`src/rtl/uart_pkg.sv`:
```
// Shared types and constants for the UART transmitter.
// Build option UART_TX_PARITY_EN adds an even-parity symbol (11-symbol frame instead of 10).
package uart_pkg;

    typedef enum logic [2:0] {
        IDLE   = 3'd0,
        START  = 3'd1,
        DATA   = 3'd2,
`ifdef UART_TX_PARITY_EN
        PARITY = 3'd3,
`endif
        STOP   = 3'd4
    } txState_t;

    localparam logic START_BIT = 1'b0;
    localparam logic STOP_BIT  = 1'b1;

`ifdef UART_TX_PARITY_EN
    localparam int FRAME_SYMBOLS = 11;
`else
    localparam int FRAME_SYMBOLS = 10;
`endif

endpackage

```
`src/rtl/uart_baud_gen.sv`:
```
// Symbol timer: one-cycle Tick every SymbolEdgeTime cycles, restarted to zero on Restart.
module uart_baud_gen #(
    parameter int SymbolEdgeTime = 434
) (
    input  logic Clock,
    input  logic Reset,
    input  logic Restart,
    output logic Tick
);

    localparam int CntW = (SymbolEdgeTime > 1) ? $clog2(SymbolEdgeTime) : 1;
    localparam logic [CntW-1:0] LastCount = CntW'(SymbolEdgeTime - 1);

    logic [CntW-1:0] count;

    always_ff @(posedge Clock) begin
        if (Reset || Restart) begin
            count <= '0;
        end else if (count == LastCount) begin
            count <= '0;
        end else begin
            count <= count + CntW'(1);
        end
    end

    // Tick marks the last cycle of a symbol; the FSM advances on the following edge.
    assign Tick = (count == LastCount);

endmodule

```
`src/rtl/uart_transmitter.sv`:
```
// UART transmitter: one-entry holding register feeding a frame shifter, 8N1 frames.
// Define UART_TX_PARITY_EN to insert an even-parity symbol between bit 7 and stop.
module uart_transmitter
    import uart_pkg::*;
#(
    parameter int ClockFreq = 50_000_000,
    parameter int BaudRate  = 115_200
) (
    input  logic       Clock,
    input  logic       Reset,
    input  logic [7:0] DataIn,
    input  logic       DataInValid,
    output logic       DataInReady,
    output logic       SOut,
    output logic       TxBusy,
    output txState_t   TxState
);

    // Handshake: a byte transfers on a rising edge where DataInValid and DataInReady
    // are both high; DataInReady depends only on registered state, never on DataInValid.

    localparam int SymbolEdgeTime = ClockFreq / BaudRate;

    txState_t   state;
    txState_t   nextState;
    logic       holdFull;
    logic [7:0] holdData;
    logic [7:0] shiftReg;
    logic [2:0] bitCnt;
    logic       tick;
    logic       accept;
    logic       loadShifter;
`ifdef UART_TX_PARITY_EN
    logic       parityBit;
`endif

    assign accept      = DataInValid && !holdFull;
    assign loadShifter = (nextState == START) && (state != START);

    uart_baud_gen #(
        .SymbolEdgeTime(SymbolEdgeTime)
    ) baudGen (
        .Clock  (Clock),
        .Reset  (Reset),
        .Restart(loadShifter),
        .Tick   (tick)
    );

    always_ff @(posedge Clock) begin
        if (Reset) begin
            state <= IDLE;
        end else begin
            state <= nextState;
        end
    end

    always_comb begin
        nextState = state;
        case (state)
            IDLE:   if (holdFull) nextState = START;
            START:  if (tick) nextState = DATA;
            DATA: begin
                if (tick && bitCnt == 3'd7) begin
`ifdef UART_TX_PARITY_EN
                    nextState = PARITY;
`else
                    nextState = STOP;
`endif
                end
            end
`ifdef UART_TX_PARITY_EN
            PARITY: if (tick) nextState = STOP;
`endif
            // A queued byte starts its frame straight after the stop bit.
            STOP:   if (tick) nextState = holdFull ? START : IDLE;
            default: nextState = IDLE;
        endcase
    end

    // Load and accept never coincide: loading needs a full holding register, accepting an empty one.
    always_ff @(posedge Clock) begin
        if (Reset) begin
            holdFull  <= 1'b0;
            holdData  <= '0;
            shiftReg  <= '0;
            bitCnt    <= '0;
`ifdef UART_TX_PARITY_EN
            parityBit <= 1'b0;
`endif
        end else if (loadShifter) begin
            shiftReg  <= holdData;
            bitCnt    <= '0;
            holdFull  <= 1'b0;
`ifdef UART_TX_PARITY_EN
            parityBit <= ^holdData;
`endif
        end else begin
            if (accept) begin
                holdFull <= 1'b1;
                holdData <= DataIn;
            end
            if (state == DATA && tick) begin
                shiftReg <= shiftReg >> 1;
                if (bitCnt != 3'd7) bitCnt <= bitCnt + 3'd1;
            end
        end
    end

    always_comb begin
        SOut = STOP_BIT;
        case (state)
            START:  SOut = START_BIT;
            DATA:   SOut = shiftReg[0];
`ifdef UART_TX_PARITY_EN
            PARITY: SOut = parityBit;
`endif
            default: SOut = STOP_BIT;
        endcase
    end

    assign DataInReady = ~holdFull;
    assign TxBusy      = (state != IDLE) || holdFull;
    assign TxState     = state;

endmodule

```
`config.mk`:
```
export PLATFORM = sky130hd
export DESIGN_NAME = uart_transmitter
export DESIGN_NICKNAME = d
export VERILOG_FILES = /design/src/rtl/uart_pkg.sv /design/src/rtl/uart_baud_gen.sv /design/src/rtl/uart_transmitter.sv
export SDC_FILE = /design/constraint.sdc
export NUM_CORES = 1
export LEC_CHECK = 0
export BUFFER_PORTS_ARGS = -buffer_cell sky130_fd_sc_hd__buf_2
export CAP_MARGIN = 20
export CORE_ASPECT_RATIO = 0.7
export CORE_UTILIZATION = 24
export DETAILED_ROUTE_END_ITERATION = 7
export PLACE_DENSITY = 0.42
export SLEW_MARGIN = 20
export SYNTH_ARGS = -nofsm -noshare
export SYNTH_HDL_FRONTEND = slang
export SYNTH_HIERARCHICAL = 1
export SYNTH_SLANG_ARGS = --single-unit
```
`constraint.sdc`:
```
create_clock -name Clock -period 2.25 [get_ports Clock]
set_clock_uncertainty 0.05 [all_clocks]
set_input_delay 0.1125 -clock Clock [delete_from_list [all_inputs] [get_ports Clock]]
set_output_delay 0.1125 -clock Clock [all_outputs]
set_load 0.03 [all_outputs]
```
==> results.toml, run 1 <==
[flow_run]
maxCapViolCount = 0

[critical_path]
reg2reg_slack_ns = 0.24
cp_max_fo = 6
r2r-start = "baudGen/count[2]"
start_kind = "flop"
crit_path_end_kind = "flop"
rr_endpoint = "bitCnt[0]"
crit_type = "reg -> reg"
crit_path_end = "bitCnt[0]"
cp.arrival_ns = 2.17
r2r.worst_path.cells = 6
crit_required_ns = 2.42
startpoint = "baudGen/count[2]"

[finish]
syn_to_final_growth_pct = 18.51
n_antenna_cell = 0
final_common_cell = "dfxtp_1"
drive_above_1_share_pct = 17.58
post-route-util_pct = 29.92
most-common-layout-cells = "dfxtp_1, nand2_1, nor2_1, buf_2"
fin_nets = 196

[min_path]
hold_class = "in -> reg"

[clock_network]
post_cts_resized = 0
postCtsSetupRepairBufs = 0
cts_tree = "yes"
cts.htree.levels = 2
cts_buffers = 5
cts.sink_count = 32
cts_root_buffer = "clkbuf_8"
clkSlewWorstSetupHoldPaths_ns = 0.07
clkLatencyLatePin_ns = 0.29
clock_path_buffers = 2
cts_hold_buffers = 0

[global_route]
grt_util_all_layers_pct = 11.96
grt_pass1_wl_mm = 5.547
grt_pass1_vias = 1159
grt_max_degree = 21
globalRouteOverflowTotal = 0
antenna_found_initial = 0

[synthesis]
syn-cell-area_um2 = 1460
yosys_warnings = 6
ys_ff_latch = 32
postSynthCellCount = 163
syn_nets = 178
syn_avg_cell_area_um2 = 8.958
synthDistinctLibCells = 37
yosysSeqAreaShare_pct = 43.87

[sta]
finalSetupTns_ns = 0
hold_viol = 0
final.period_utilization_pct = 89.29
drv_slew = 0
clock.fmax_ghz = 0.4978
relSlewSlack_pct = 58.67
setup_violations = 0
worst_slew_pin_slew_ns = 0.6192
rsz0062_at_grt = "false"
fin_crit_ns = 2.009

[floorplanning]
die_area_um2 = 6405
rows = 23
io_pins = 17
core_area_um2 = 5784
die_y_um = 67.26
chipWidth_um = 95.23
start_util_pct = 25.24

[power]
ir_drop_mv = 0.2260
leakagePower_nw = 0.6431
p_per_area_nw_per_um2 = 747.1

[detailed_routing]
ant_nets = 0
viasPerCell = 4.883
drcViolationCount = 0
routed-via-count = 1255
first_iter_violations = 30
dr.pass1.iters = 4
wirelength_mm = 3.314
routedWlPerCell_um = 12.89

[outcome]
status = "finished clean"

[place]
routabilityCongestion = 0.7741
hpwl_mm = 2.403
portBuffers = 16
==> flip-flops by register name (all words and copies together) (netlist names) <==
name           count
TxState            3
baudGen/count      9
bitCnt             3
holdData           8
holdFull           1
shiftReg           8
==> final cells by class <==
type	instances	area (µm²)
Tap cell	75	93.84
Inverter	5	18.77
Timing Repair Buffer	20	110.1
Sequential cell	32	640.6
Fill cell	608	4054
Clock inverter	2	35.03
Clock buffer	6	72.57
Multi-Input combinational cell	117	759.5
==> worst max-delay path: stages (launching register included) <==
cell and delay (ns):
dfxtp_1 0.36, or3_1 0.44, nor3_2 0.17, buf_4 0.17
nand4bb_1 0.22, or3_1 0.38, a21oi_1 0.14
==> per-layer routing <==
layer | track usage [%] | routed length, µm
met1 | 15.05 | 1635
met2 | 18.30 | 1418
met3 | 3.378 | 173
met4 | 7.008 | 86
met5 | 0 | 0
==> worst min path at each step <==
stage | startpoint | to | slack (ns) | cells past startpoint
4_1_cts | DataInValid | holdFull | 0.005 | 3
5_1_grt | DataIn[6] | holdData[6] | 0.008 | 3
2_1_floorplan | Reset | TxState[2] | 0.14 | 1
3_5_place_dp | DataInValid | holdFull | 0.30 | 3
3_3_place_gp | DataInValid | holdFull | 0.30 | 3
6_report | DataIn[6] | holdData[6] | 0.01 | 3
==> through the flow <==
step                instances  setup slack, ns  total power [W]  hold slack [ns]  instance area [µm²]
finish                    257           0.2410         0.001293          0.01017                 1730
global route              257          0.09356         0.001355         0.007618                 1730
CTS                       257           0.2425         0.001312         0.005027                 1730
detailed placement        249           0.2576        0.0007614           0.3020                 1623
global placement          249           0.3321        0.0007573           0.2960                 1623
floorplan                 163           0.1183        0.0007229           0.1353                 1465
==> cell usage after synthesis <==
cell type  count  share of area, %
nand4bb_1      1              0.77
a311oi_1       1              0.60
dfxtp_1       32                44
a21oi_1        8               2.7
buf_6          1              0.77
or3_1          7               3.0
o41ai_1        7               4.2
nand4b_1       1              0.60
nand3_2        1              0.69
o31ai_1        1              0.51
xor2_1         2               1.2
or4b_1         1              0.69
nor3_1         3               1.0
nand3_1        5               1.7
nand2_1       19               4.9
buf_2          4               1.4
nand2b_4       1              0.94
mux2i_1        8               5.5
nor2b_1        3               1.3
nor2_1        16               4.1
xnor2_1        1              0.60
o21bai_1       1              0.51
and2b_1        2               1.0
ha_1           4               3.4
a22oi_1        1              0.51
or4_1          1              0.51
o31ai_4        1               1.5
inv_1          5               1.3
nand4_1        2              0.86
o21ai_0        7               2.4
o311ai_0       1              0.60
clkbuf_1       4               1.0
nand2b_1       1              0.43
a211oi_1       1              0.51
o211ai_1       1              0.51
a31oi_1        7               3.0
and4bb_2       1              0.86
==> power by group <==
group	internal [W]	switching [W]	total, W
registers	0.000597	0.0000238	0.000620
clock network	0.000328	0.000217	0.000546
logic	0.0000535	0.0000732	0.000127
total	0.000978	0.000314	0.00129
==> cells by family after synthesis <==
family                     synth area share [%]
xor gates and xnor gates                  1.800
and+or+nand+nor                           23.39
DFF                                       43.87
muxes                                     5.484
adders and majority gates                 3.428
AOI/OAI and AO/OA                         17.57
buffers and inverters                     4.456
No activity file was read; power rests on OpenSTA's default activity.
==> inputs of run 2 (changes only) <==
--- a/config.mk
+++ b/config.mk
@@ -10,7 +10,7 @@
 export CORE_ASPECT_RATIO = 0.7
 export CORE_UTILIZATION = 24
 export DETAILED_ROUTE_END_ITERATION = 7
-export PLACE_DENSITY = 0.42
+export PLACE_DENSITY_LB_ADDON = 0.3
 export SLEW_MARGIN = 20
 export SYNTH_ARGS = -nofsm -noshare
 export SYNTH_HDL_FRONTEND = slang
==> results.toml, run 2 (synthesized netlist as in run 1, its figures left out) <==
[outcome]
status = "finished clean"

[place]
hpwl_mm = 2.264
portBuffers = 16
dp_worst_setup_slack_ns = 0.1821
routabilityCongestion = 0.7479

[floorplanning]
die_y_um = 67.26
io_pins = 17
chipWidth_um = 95.23
rows = 23
die_area_um2 = 6405
core_area_um2 = 5784
start_util_pct = 25.24

[critical_path]
cp.arrival_ns = 2.21
cp_max_fo = 8
crit_type = "reg -> reg"
crit_required_ns = 2.42
start_kind = "flop"
crit_path_end_kind = "flop"

[global_route]
grt_pass1_wl_mm = 5.388
grt_max_degree = 21
globalRouteOverflowTotal = 0
grt_pass1_vias = 1146
antenna_found_initial = 0
grt_util_all_layers_pct = 11.43

[detailed_routing]
wirelength_mm = 3.212
viasPerCell = 4.692
routedWlPerCell_um = 12.35
drcViolationCount = 0
ant_nets = 0
routed-via-count = 1220
dr.pass1.iters = 4
first_iter_violations = 50

[finish]
nFillCells = 615
top_regs = "baudGen/count (9), holdData (8), shiftReg (8)"
post-route-util_pct = 30.18
most-common-layout-cells = "dfxtp_1, nand2_1, nor2_1, buf_2"
top_register = "baudGen/count"
largest_reg_flops = 9
fin_nets = 199
drive_above_1_share_pct = 18.92
n_antenna_cell = 0
syn_to_final_growth_pct = 19.54
final_common_cell = "dfxtp_1"

[clock_network]
cts.sink_count = 32
clkLatencyLatePin_ns = 0.29
clock_path_buffers = 2
cts_buffers = 5
cts_root_buffer = "clkbuf_8"
postCtsSetupRepairBufs = 0
cts.htree.levels = 2
clkSlewWorstSetupHoldPaths_ns = 0.07
cts_tree = "yes"

[sta]
fin_crit_ns = 2.048
setup_violations = 0
hold_viol = 0
setup_slack_ns = 0.2018
drv_slew = 0
final.period_utilization_pct = 91.03
worst_slew_pin_slew_ns = 0.6144
relSlewSlack_pct = 58.98
rsz0062_at_grt = "false"
clock.fmax_ghz = 0.4882
finalSetupTns_ns = 0

[flow_run]
maxCapViolCount = 0

[min_path]
hold_class = "in -> reg"

[power]
leakagePower_nw = 0.6412
ir_drop_mv = 0.2809
p_per_area_nw_per_um2 = 688.4
[run 2: timing repair]
action                     in CTS  in global routing
hold buffers                    2                  0
gates resized for setup         0                  1
hold endpoints to repair        2                  0
setup endpoints to repair       0                  6
[run 2: routing by layer]
layer | share of wire, % | track usage, %
met2 | 38 | 16.16
met5 | 0 | 0
met1 | 55 | 15.68
met4 | 1.2 | 4.545
met3 | 5.1 | 4.054
[run 2: cell type report]
type	instances	area [µm²]	share of cell area, %
repair buffers	23	137.6	7.885
clock inverters	3	23.77	1.362
clock buffers	5	68.82	3.943
flip-flops and latches	32	640.6	36.70
multi-input cells	117	762.0	43.66
well taps	75	93.84	5.376
inverters	5	18.77	1.075
[run 2: final timing paths]
| check | startpoint | endpoint | slack [ns] | depth (start not counted) |
|---|---|---|---|---|
| max reg2reg | baudGen/count[2] | shiftReg[7] | 0.20 | 6 |
| min reg2reg | shiftReg[5] | shiftReg[4] | 0.43 | 2 |
| min | DataIn[6] | holdData[6] | 0.01 | 3 |
| max | baudGen/count[2] | shiftReg[7] | 0.20 | 6 |
[run 2: metrics by stage]
step	cells	hold slack, ns	instance area [µm²]	total power (W)
after floorplan	163	0.1353	1465	0.0007229
after global placement	250	0.2967	1630	0.0007613
after detailed placement	250	0.3021	1630	0.0007627
after CTS	260	0.005576	1743	0.001224
after global routing	260	0.02471	1745	0.001276
final	260	0.01014	1745	0.001202
[run 2: power breakdown]
group / switching, W / internal, W
clock: 0.000232 / 0.000219
sequential: 0.0000245 / 0.000596
combinational: 0.0000729 / 0.0000572
[run 2: worst max-delay path, cell delays in order (launching register included)]
cell     delay [ns]
dfxtp_1        0.36
or3_1          0.45
nor3_2         0.19
nor2b_2        0.12
buf_4          0.17
or4b_1         0.50
a21oi_1        0.14
==> inputs of run 3 (changes only) <==
--- a/config.mk
+++ b/config.mk
@@ -8,7 +8,7 @@
 export BUFFER_PORTS_ARGS = -buffer_cell sky130_fd_sc_hd__buf_2
 export CAP_MARGIN = 20
 export CORE_ASPECT_RATIO = 0.7
-export CORE_UTILIZATION = 24
+export CORE_UTILIZATION = 51
 export DETAILED_ROUTE_END_ITERATION = 7
 export PLACE_DENSITY_LB_ADDON = 0.3
 export SLEW_MARGIN = 20
==> results.toml, run 3 (synthesized netlist as in run 1, its figures left out) <==
[outcome]
status = "finished clean"

[finish]
multiInputGateArea_um2 = 759.5
drive_above_1_share_pct = 18.58
n_antenna_cell = 0
nFillCells = 213
fin_nets = 197
seq_area_um2 = 640.6
final_cell_area_um2 = 1672
instances_no_fill = 217
post-route-util_pct = 64.54
top_register = "baudGen/count"
most-common-layout-cells = "dfxtp_1, nand2_1, nor2_1, buf_2"
final_common_cell = "dfxtp_1"
largest_reg_flops = 9
top_regs = "baudGen/count (9), holdData (8), shiftReg (8)"
syn_to_final_growth_pct = 14.48

[critical_path]
crit_path_end_kind = "flop"
crit_required_ns = 2.41
crit_family = "simple AND/OR/NAND/NOR gates"
crit_type = "reg -> reg"
cp.arrival_ns = 2.23
cp_cell_sequence = "or3_1 > nor3_2 > nor2b_1 > buf_4 > or4b_1 > a21oi_1"
cp_slowest_stage_delay_ns = 0.52
r2r.worst_path.cells = 6
crit_buf_inv = 1
start_kind = "flop"
crit_cells = 6
cp_slowest_cell = "or4b_1"
cp_max_fo = 10

[floorplanning]
die_area_um2 = 3084
start_util_pct = 56.38
core_area_um2 = 2590
io_pins = 17
chipWidth_um = 65.96
rows = 15
die_y_um = 46.77

[power]
leakagePower_nw = 0.6436
ir_drop_mv = 0.4356
p_per_area_nw_per_um2 = 715.3

[clock_network]
postCtsSetupRepairBufs = 0
cts_hold_buffers = 0
clock_path_buffers = 2
cts.sink_count = 32
clkLatencyLatePin_ns = 0.28
cts_buffers = 5
cts.htree.levels = 2
cts_tree = "yes"
cts_root_buffer = "clkbuf_8"
clkSlewWorstSetupHoldPaths_ns = 0.07
post_cts_resized = 0

[detailed_routing]
dr.pass1.iters = 4
routedWlPerCell_um = 14.23
routed-via-count = 1253
viasPerCell = 5.774
wirelength_mm = 3.088
first_iter_violations = 48
drcViolationCount = 0
ant_nets = 0

[place]
placedCellCount = 209
portBuffers = 16
hpwl_mm = 2.222
placed_cell_area_um2 = 1579
routabilityCongestion = 0.7986

[sta]
relSlewSlack_pct = 58.90
fin_crit_ns = 2.066
final.period_utilization_pct = 91.81
clock.fmax_ghz = 0.4841
drv_slew = 0
finalSetupTns_ns = 0
hold_viol = 0
setup_violations = 0
rsz0062_at_grt = "false"
worst_slew_pin_slew_ns = 0.6156

[global_route]
grt_pass1_vias = 1170
grt_util_all_layers_pct = 23.44
antenna_found_initial = 0
grt_pass1_wl_mm = 5.237
globalRouteOverflowTotal = 0
grt_max_degree = 21

[flow_run]
maxCapViolCount = 0

[min_path]
whs_path_depth = 3
hold_class = "in -> reg"
## run 3: changes by cell type in the layout (fill, tap and decap cells not counted)
cell,previous run,this run
clkinv_4,1,0
clkinvlp_4,2,0
nor2b_2,1,0
clkbuf_8,5,6
nor2b_1,2,3
clkinv_2,0,2
dlygate4sd3_1,2,0
## run 3: path summary, 6_finish.rpt
kind / from / slack (ns) / to
worst max-delay path: baudGen/count[2] / 0.18 / shiftReg[7]
worst min-delay path: DataInValid / 0.006 / holdFull
worst max register to register: baudGen/count[2] / 0.18 / shiftReg[7]
worst min register to register: shiftReg[2] / 0.42 / shiftReg[1]
## run 3: report_power, final
group	leakage, nW	switching [W]	internal (W)
registers	0.261	0.0000238	0.000597
clock network	0.0510	0.000202	0.000244
logic	0.331	0.0000744	0.0000549
## run 3: metal layers
metal  up-vias  global-route usage, %  wire, µm
met5         -                      0         0
met4         0                  8.936        22
met3         5                  6.796       151
met2        30                  39.18      1350
met1       589                  29.46      1564
li1        629                      -         -
## run 3: worst min-delay path, cell delays in order
cell    delay (ns)
buf_2         0.08
nor2_1        0.03
nor2_1        0.07
## run 3: final cells by class
type / count / area share [%]
Clock buffer: 6 / 4.940
Multi-Input combinational cell: 117 / 45.43
Clock inverter: 2 / 0.5988
Inverter: 5 / 1.123
Sequential cell: 32 / 38.32
Tap cell: 34 / 2.545
Timing Repair Buffer: 21 / 7.036
## run 3: stage by stage
stage                     setup slack (ns)  hold WS (ns)   power, W
after floorplan                     0.1183        0.1353  0.0007229
after global placement              0.3353        0.2906  0.0007537
after detailed placement            0.2189        0.2964  0.0007611
after CTS                           0.2084      0.007622   0.001201
after global routing               0.04437       0.03879   0.001249
final                               0.1842      0.005687   0.001196
